--- config.mk ---
export PLATFORM = sky130hd
export DESIGN_NAME = sss_detector
export DESIGN_NICKNAME = d
export VERILOG_FILES = /design/src/rtl/sss_detector.sv
export SDC_FILE = /design/constraint.sdc
export NUM_CORES = 1
export LEC_CHECK = 0
export ABC_CLOCK_PERIOD_IN_PS = 27200
export BUFFER_PORTS_ARGS = -buffer_cell sky130_fd_sc_hd__buf_2
export CORE_UTILIZATION = 45
export CTS_CLUSTER_DIAMETER = 80
export DETAILED_ROUTE_END_ITERATION = 16
export PLACE_DENSITY = 0.58
export SLEW_MARGIN = 0
export SYNTH_ARGS = -nofsm -noshare
export SYNTH_HDL_FRONTEND = slang
export SYNTH_SLANG_ARGS = --single-unit
--- constraint.sdc ---
create_clock -name clk -period 27.2 [get_ports clk]
set_input_delay 5.44 -clock clk [delete_from_list [all_inputs] [get_ports clk]]
set_output_delay 5.44 -clock clk [all_outputs]
set_load 0.02 [all_outputs]
--- src/rtl/sss_detector.sv ---
// ---------------------------------------------------------------------------
// sss_detector
//
// Captures a 62-bit secondary-synchronisation frame one bit at a time. It then
// scores the frame against the 31 cyclic shifts of a length-31 m-sequence, one
// candidate per clock. The best-matching shift is reported as n_id_2.
//
// Ports
//   clk         sole clock, rising edge
//   reset       asynchronous, active-low reset
//   din         received frame bit; the first accepted bit is index n=0
//   din_valid   din is taken on an edge where din_valid=1 and busy=0
//   abort       synchronous discard of any capture/search in progress
//   busy        high while searching/reporting; din_valid is ignored then
//   done        one-cycle pulse after the result outputs have been updated
//   detected    best_score >= THRESHOLD for the latest result
//   n_id_2      index k (0..30) of the best-matching candidate
//   best_score  agreement count (0..62) of the best candidate
// ---------------------------------------------------------------------------
module sss_detector #(
    parameter int THRESHOLD = 56
) (
    input  logic       clk,
    input  logic       reset,
    input  logic       din,
    input  logic       din_valid,
    input  logic       abort,
    output logic       busy,
    output logic       done,
    output logic       detected,
    output logic [4:0] n_id_2,
    output logic [5:0] best_score
);

    typedef enum logic [1:0] {
        CAPTURE = 2'd0,
        SEARCH  = 2'd1,
        REPORT  = 2'd2
    } state_t;

    // Base sequence s(0..30) from x(i+5) = x(i+2) ^ x(i), x(0..4) = 0,0,0,0,1.
    // r holds x(i..i+4) with r[0] = x(i). s is filled from the top, so after
    // 31 steps x(0) sits in s[0].
    function automatic logic [30:0] gen_m_seq();
        logic [4:0]  r;
        logic [30:0] s;
        r = 5'b10000;
        s = '0;
        for (int i = 0; i < 31; i++) begin
            s = {r[0], s[30:1]};
            r = {r[2] ^ r[0], r[4:1]};
        end
        return s;
    endfunction

    // c_k[n] = s((n+k) mod 31) for n = 0..61. Bit n of the 31-bit
    // right-rotation by k is exactly s((n+k) mod 31). The 62-bit candidate is
    // two copies of that rotation.
    function automatic logic [61:0] gen_cand(input int k);
        logic [30:0] s;
        logic [30:0] rot;
        s   = gen_m_seq();
        rot = (s >> k) | (s << (31 - k));
        return {rot, rot};
    endfunction

    // Constant candidate table. Entry 31 is padding so that every value of the
    // 5-bit k index addresses a real entry.
    logic [61:0] cand_table [32];

    for (genvar gi = 0; gi < 32; gi++) begin : g_cand
        if (gi < 31) begin : g_valid
            assign cand_table[gi] = gen_cand(gi);
        end else begin : g_pad
            assign cand_table[gi] = '0;
        end
    end

    state_t      state_q,      state_d;
    logic [5:0]  cnt_q,        cnt_d;
    logic [4:0]  k_q,          k_d;
    logic [61:0] frame_q,      frame_d;
    logic [5:0]  run_score_q,  run_score_d;
    logic [4:0]  run_k_q,      run_k_d;
    logic [4:0]  n_id_2_q,     n_id_2_d;
    logic [5:0]  best_score_q, best_score_d;
    logic        detected_q,   detected_d;
    logic        done_q,       done_d;

    // Agreement score of the current candidate: popcount of XNOR. The sum is
    // 6 bits wide, because the maximum value 62 fits in 6 bits.
    logic [61:0] agree;
    logic [5:0]  score;

    always_comb begin
        agree = ~(frame_q ^ cand_table[k_q]);
        score = '0;
        for (int i = 0; i < 62; i++) begin
            score = score + {5'd0, agree[i]};
        end
    end

    always_comb begin
        state_d      = state_q;
        cnt_d        = cnt_q;
        k_d          = k_q;
        frame_d      = frame_q;
        run_score_d  = run_score_q;
        run_k_d      = run_k_q;
        n_id_2_d     = n_id_2_q;
        best_score_d = best_score_q;
        detected_d   = detected_q;
        done_d       = 1'b0;

        if (abort) begin
            // Result registers are left untouched. done_d stays 0, so a pending
            // report is dropped.
            state_d = CAPTURE;
            cnt_d   = '0;
            k_d     = '0;
        end else begin
            case (state_q)
                CAPTURE: begin
                    if (din_valid) begin
                        frame_d[cnt_q] = din;
                        cnt_d          = cnt_q + 6'd1;
                        if (cnt_q == 6'd61) begin
                            state_d     = SEARCH;
                            k_d         = '0;
                            run_score_d = '0;
                            run_k_d     = '0;
                        end
                    end
                end
                SEARCH: begin
                    // A strict compare keeps the lowest k on ties. The running
                    // best starts at 0, so an all-zero score never replaces it.
                    if (score > run_score_q) begin
                        run_score_d = score;
                        run_k_d     = k_q;
                    end
                    if (k_q == 5'd30) begin
                        state_d = REPORT;
                    end else begin
                        k_d = k_q + 5'd1;
                    end
                end
                REPORT: begin
                    n_id_2_d     = run_k_q;
                    best_score_d = run_score_q;
                    detected_d   = (run_score_q >= 6'(THRESHOLD));
                    done_d       = 1'b1;
                    state_d      = CAPTURE;
                    cnt_d        = '0;
                    k_d          = '0;
                end
                default: begin
                    state_d = CAPTURE;
                    cnt_d   = '0;
                    k_d     = '0;
                end
            endcase
        end
    end

    always_ff @(posedge clk or negedge reset) begin
        if (!reset) begin
            state_q      <= CAPTURE;
            cnt_q        <= '0;
            k_q          <= '0;
            frame_q      <= '0;
            run_score_q  <= '0;
            run_k_q      <= '0;
            n_id_2_q     <= '0;
            best_score_q <= '0;
            detected_q   <= 1'b0;
            done_q       <= 1'b0;
        end else begin
            state_q      <= state_d;
            cnt_q        <= cnt_d;
            k_q          <= k_d;
            frame_q      <= frame_d;
            run_score_q  <= run_score_d;
            run_k_q      <= run_k_d;
            n_id_2_q     <= n_id_2_d;
            best_score_q <= best_score_d;
            detected_q   <= detected_d;
            done_q       <= done_d;
        end
    end

    assign busy       = (state_q != CAPTURE);
    assign done       = done_q;
    assign detected   = detected_q;
    assign n_id_2     = n_id_2_q;
    assign best_score = best_score_q;

endmodule

Yosys cells after proc, flatten, opt, wreduce, memory -nomap -nowiden --
Memory sizes are Yosys's and may differ from the RTL's. Cells that the tools add are included.
Cells by class: $add $sub $neg 63, reduce and logical (&&, ||, !) cells 10, equality and inequality tests 12, order comparisons 5, muxes and demuxes 26, bitwise logic cells 4
Operators with widths (count):
- $add A6 B1 Y6 | 56
- $mux W62 | 2
- $bwmux W62 | 1
- $not A62 Y62 | 1
- $xor A62 B62 Y62 | 1
- $mux W6 | 5
- $mux W5 | 5
- $pmux W6 S2 | 2
- $pmux W5 S2 | 2
- $ge A6 B6 Y1 const B | 2
- $ne A3 B3 Y1 const B | 4
- $reduce_and A3 Y1 | 3
- $mux W2 | 4
- $ne A2 B2 Y1 const B | 4
- $lt A6 B7 Y1 const B | 1
- $add A5 B1 Y6 | 1
- $add A6 B1 Y6 const B | 1
- $demux W1 S6 | 1
- $eq A6 B6 Y1 const B | 1
- $ge A6 B1 Y1 const B | 1
- $gt A6 B6 Y1 | 1
- $not A5 Y6 | 1
- $add A4 B1 Y5 | 1
- $add A5 B1 Y5 const B | 1
- other kinds (14) | 18
Storage, ports and cells: output and inout port bits 14, bits in registers 99, input bits 5, bits in read-only memories 1984, memories kept 1, logic and storage cells 131
Memory list:
- (name not given) | depth 32, width 62, rd ports 1, clocked after Yosys merged registers in 0, wr ports 0, line 96 | agree = ~(frame_q ^ cand_table[k_q]);

Logic depth before layout (Yosys ltp) --
depth after elaboration 70, gate-level depth with buffers 35, depth with buffers taken out 32

Worst setup path before layout --
OpenSTA, ideal clock, no wires.
kind register to register, start register k_q[1], end register run_score_q[1], stages on the path, launching flop included 31, clock period less this slack 8.870 ns, setup time 0.128 ns, slack 18.330 ns, data arrival time 8.743 ns, required time 27.072 ns, buffers on the path 3, path through dfrtp_1 -> clkbuf_1 -> inv_1 -> ha_1 -> clkbuf_1 -> nor2_1 -> nor3_1 -> a31o_2 -> a21oi_1 -> xor2_1 -> fa_1 -> inv_1 -> fa_1 -> fa_1 -> fa_1 -> fa_1 -> fa_1 -> fa_1 -> inv_1 -> fa_1 -> ha_1 -> fa_1 -> a21o_1 -> a21oi_1 -> xnor2_1 -> ha_1 -> a21o_1 -> a211o_1 -> o2111ai_1 -> buf_2 -> o21ai_0
Between the ends: longest elaborated chain between the ends 70, elaborated cells on any way between the ends 72, classes of those cells add/sub: 61; order compare: 1; eq/ne: 1; mux: 4; bitwise: 3; reduce/logical: 1; memory: 1
RTL lines:
- start: declaration | line 81 | logic [4:0] k_q, k_d;
- start signal: assignment | line 181 | k_q <= k_d;
- $not A5 Y6 (not written as such) * | line 96
- $mem_v2 Z32 W62 *
- $mux W62 (not written as such) * (2 in series) | line 96
- $xor A62 B62 Y62 * | line 96
- $not A62 Y62 * | line 96
- $add A1 B1 Y2 | line 99 | score = score + {5'd0, agree[i]};
- $add A2 B1 Y3 | line 99
- $add A3 B1 Y4 | line 99
- $add A4 B1 Y5 | line 99
- $add A5 B1 Y6 | line 99
- $add A6 B1 Y6 (55 in series) | line 99
- $add A6 B1 Y6 * | line 99
- $gt A6 B6 Y1 | line 138 | if (score > run_score_q) begin
- $ne A2 B2 Y1 (no line)
- $reduce_and A5 Y1 (no line)
- end signal: assignment | line 183 | run_score_q <= run_score_d;
- end: declaration | line 83 | logic [5:0] run_score_q, run_score_d;
Mark *: on every way between the ends. The rest lies on a longest branch, timed or not. The select of a mux whose other input is x is not followed. A chain may end at the register's enable or synchronous reset.

Worst setup path in the final report --
start register k_q[1], end register run_score_q[5]
The elaborated chain is that of the path after synthesis.

==> results.yml <==
finish:
  instances_no_fill: 1006
  syn_to_final_growth_pct: 7.22
  final_util_pct: 49.7
  nFillCells: 1595
  num_antenna_cells: 0
  final_nets: 868
  drive_above_1_share_pct: 15.5
  final_cell_area_mm2: 0.00831
power:
  netSwitchingPower_mw: 0.215
  switching_share_pct: 38.2
  p_clk_share_pct: 25.1
  ir_drop_uv: 78.2
  cellLeakagePower_nw: 3.81
  power.share.sequential_pct: 27.2
  power_per_cell_area_mw_per_mm2: 67.9
  p_comb_share_pct: 47.7
  p_int_mw: 0.348
  finalPower_mw: 0.564
critical_path:
  worstPathRequired_ns: 27.45
  reg2reg_depth: 30
  cpPeakStageDelay_ns: 0.74
  cp-end-kind: "flop"
  cp-start-kind: "flop"
  crit_top_cell: "fa_1"
  critPathSlowestCell: "o21ai_0"
  worstPathMaxFanout: 22
  critical_path_class: "flop to flop"
  crit_arrival_ns: 9.97
floorplan:
  rows: 47
  io_pins: 19
  die_x_um: 133
  floorplan.initialDensity_pct: 46.4
  core_mm2: 0.0167
  fp.dieH_um: 133
  die_area_mm2: 0.0177
clocking:
  clockBufferDepth: 2
  cts_tree: "done"
  cts-root-buf: "clkbuf_16"
  cts-htree-levels: 3
  post_cts_buffers: 0
  cts_sinks: 99
  ctsResizeCount: 0
  cts_buffers: 9
  clkLatencyLatePin_ns: 0.36
  clkTransAtPathRegs_ns: 0.08
  hold_buffers: 0
placement:
  post-dp-hpwl_um: 16000
  pre_cts_ws_ns: 17.60
  portBuffers: 18
  place_congestion: 0.899
  dp.cells: 990
  placed_area_mm2: 0.00798
route:
  ant_nets: 0
  wl_per_cell_um: 20.5
  drc_errors: 0
  route.vias.total: 5595
  wirelength_um: 20600
  routed_via_density: 5.56
  first_pass_iters: 5
  drtIter0Drc: 422
sta:
  setup_tns_ns: 0
  worst_pin_slew_ns: 0.935
  rsz0062_at_grt: "false"
  hold_viol: 0
  setup_violations: 0
  layout_setup_ws_ns: 17.48
  finalMaxSlewViolations: 0
  final.hold.worst_slack_ns: 0.492
  period_share_pct: 35.7
  max_freq_ghz: 0.103
  fin_skew_ns: 0.0111
  period_needed_ns: 9.72
  maxSlewHeadroom_pct: 37.2
yosys:
  syn_nets: 878
  yosys.cell_types.count: 57
  yosys.area.top_type: "dfrtp_1"
  yosys_most_used_dff: "dfrtp_1"
  netlist_area_mm2: 0.00775
  yosys-top-cells-area: "dfrtp_1 32%, fa_1 13%, mux2_2 9.4%"
  syn-instance-count: 791
  syn_area_per_cell_um2: 9.79
  yosysSeqAreaShare_pct: 32.0
  synth_top_area_share_pct: 32.0
  synth_warnings: 0
  ys_ff_latch: 99
  synth_edf_count: 0
  synthArstFlopShare_pct: 100
grt:
  grt_pass1_wl_um: 32500
  grt_pass1_vias: 5647
  grt_antenna_before_repair: 0
  overflow: 0
  grt_max_degree: 69
  track_usage_pct: 24.7
min_path:
  min_path_type: "flop to flop"
  hold_path_depth: 2
outcome:
  status: "finished clean"
job:
  cap_viol_max_count: 0
==> final timing paths <==
| check | startpoint | to | slack (ns) |
|---|---|---|---|
| min in group asynchronous | reset | n_id_2[3] | 5.03 |
| worst max-delay path | k_q[1] | run_score_q[5] | 17.48 |
| worst max register to register | k_q[1] | run_score_q[5] | 17.48 |
| worst min register to register | run_k_q[3] | run_k_q[3] | 0.49 |
| max in group asynchronous | reset | frame_q[21] | 20.95 |
| worst min-delay path | run_k_q[3] | run_k_q[3] | 0.49 |
==> power groups by stage <==
| stage | clock (mW) | combinational [mW] | sequential, mW |
|---|---|---|---|
| floorplan | 0 | 0.207 | 0.154 |
| global placement | 0 | 0.250 | 0.157 |
| detailed placement | 0 | 0.268 | 0.157 |
| CTS | 0.145 | 0.270 | 0.154 |
| global route | 0.150 | 0.304 | 0.154 |
| finish | 0.141 | 0.269 | 0.154 |
==> synthesized netlist by cell type, drive strengths merged, types with 7 or more instances <==
cell type,number
nand2,78
inv,70
a21oi,33
nand2b,8
or2,7
nor3,13
o21ai,29
buf,14
ha,30
nand4,7
mux2i,11
xor2,32
nor2,71
clkbuf,30
fa,52
nand3,8
xnor2,41
mux2,76
dfrtp,99
a211oi,10
==> registers in the layout, summed over array words and instances (netlist names) <==
signal and count:
run_score_q 6, detected 1, best_score 6, done 1, k_q 5, cnt_q 6, n_id_2 5, run_k_q 5
state_q 2, frame_q 62
==> routing by layer <==
metal / track usage, % / routed length [um] / up-vias
met5: 0 / 0 / -
met4: 8.96 / 525 / 0
met3: 3.65 / 943 / 28
met2: 41.1 / 10000 / 139
met1: 32.9 / 9170 / 2820
li1: - / - / 2608
==> cells in the final DEF (no fill, tap or decap), types with 11 or more instances in the layout <==
cell type and n:
o21ai_0 29, ha_1 30, mux2_2 65, a21oi_1 33, dfrtp_1 99, xnor2_1 41, nand2_1 78, mux2i_1 11
inv_1 70, nor2_1 71, fa_1 52, xor2_1 32, buf_2 17, nor3_1 12
==> worst max-delay path, delay by kind of cell, from the launching register on <==
family	cells	cell delay, ns
buffers and inverters	5	0.74
XOR/XNOR	2	0.36
flip-flops	1	0.58
adder cells (fa/ha/maj)	12	5.53
AO/OA/AOI/OAI	8	2.06
AND/OR/NAND/NOR	3	0.29
==> kinds of logic after synthesis <==
logic type	Yosys count	share of synthesized area, %
adders and majority gates	82	18.3
DFF	99	32.0
xor gates and xnor gates	73	8.25
and+or+nand+nor	214	12.9
AOI/OAI and AO/OA	120	9.93
muxes	88	13.0
buffers and inverters	115	5.72
==> final cells by class <==
class | instances | area, um^2 | share of cell area, %
clock buffer | 10 | 229 | 2.76
clock inverter | 6 | 96.3 | 1.16
inverter | 71 | 267 | 3.21
multi-input combinational | 577 | 4830 | 58.2
sequential | 99 | 2480 | 29.8
tap | 220 | 275 | 3.31
timing repair buffer | 23 | 130 | 1.57
No activity file was read; power rests on OpenSTA's default activity.
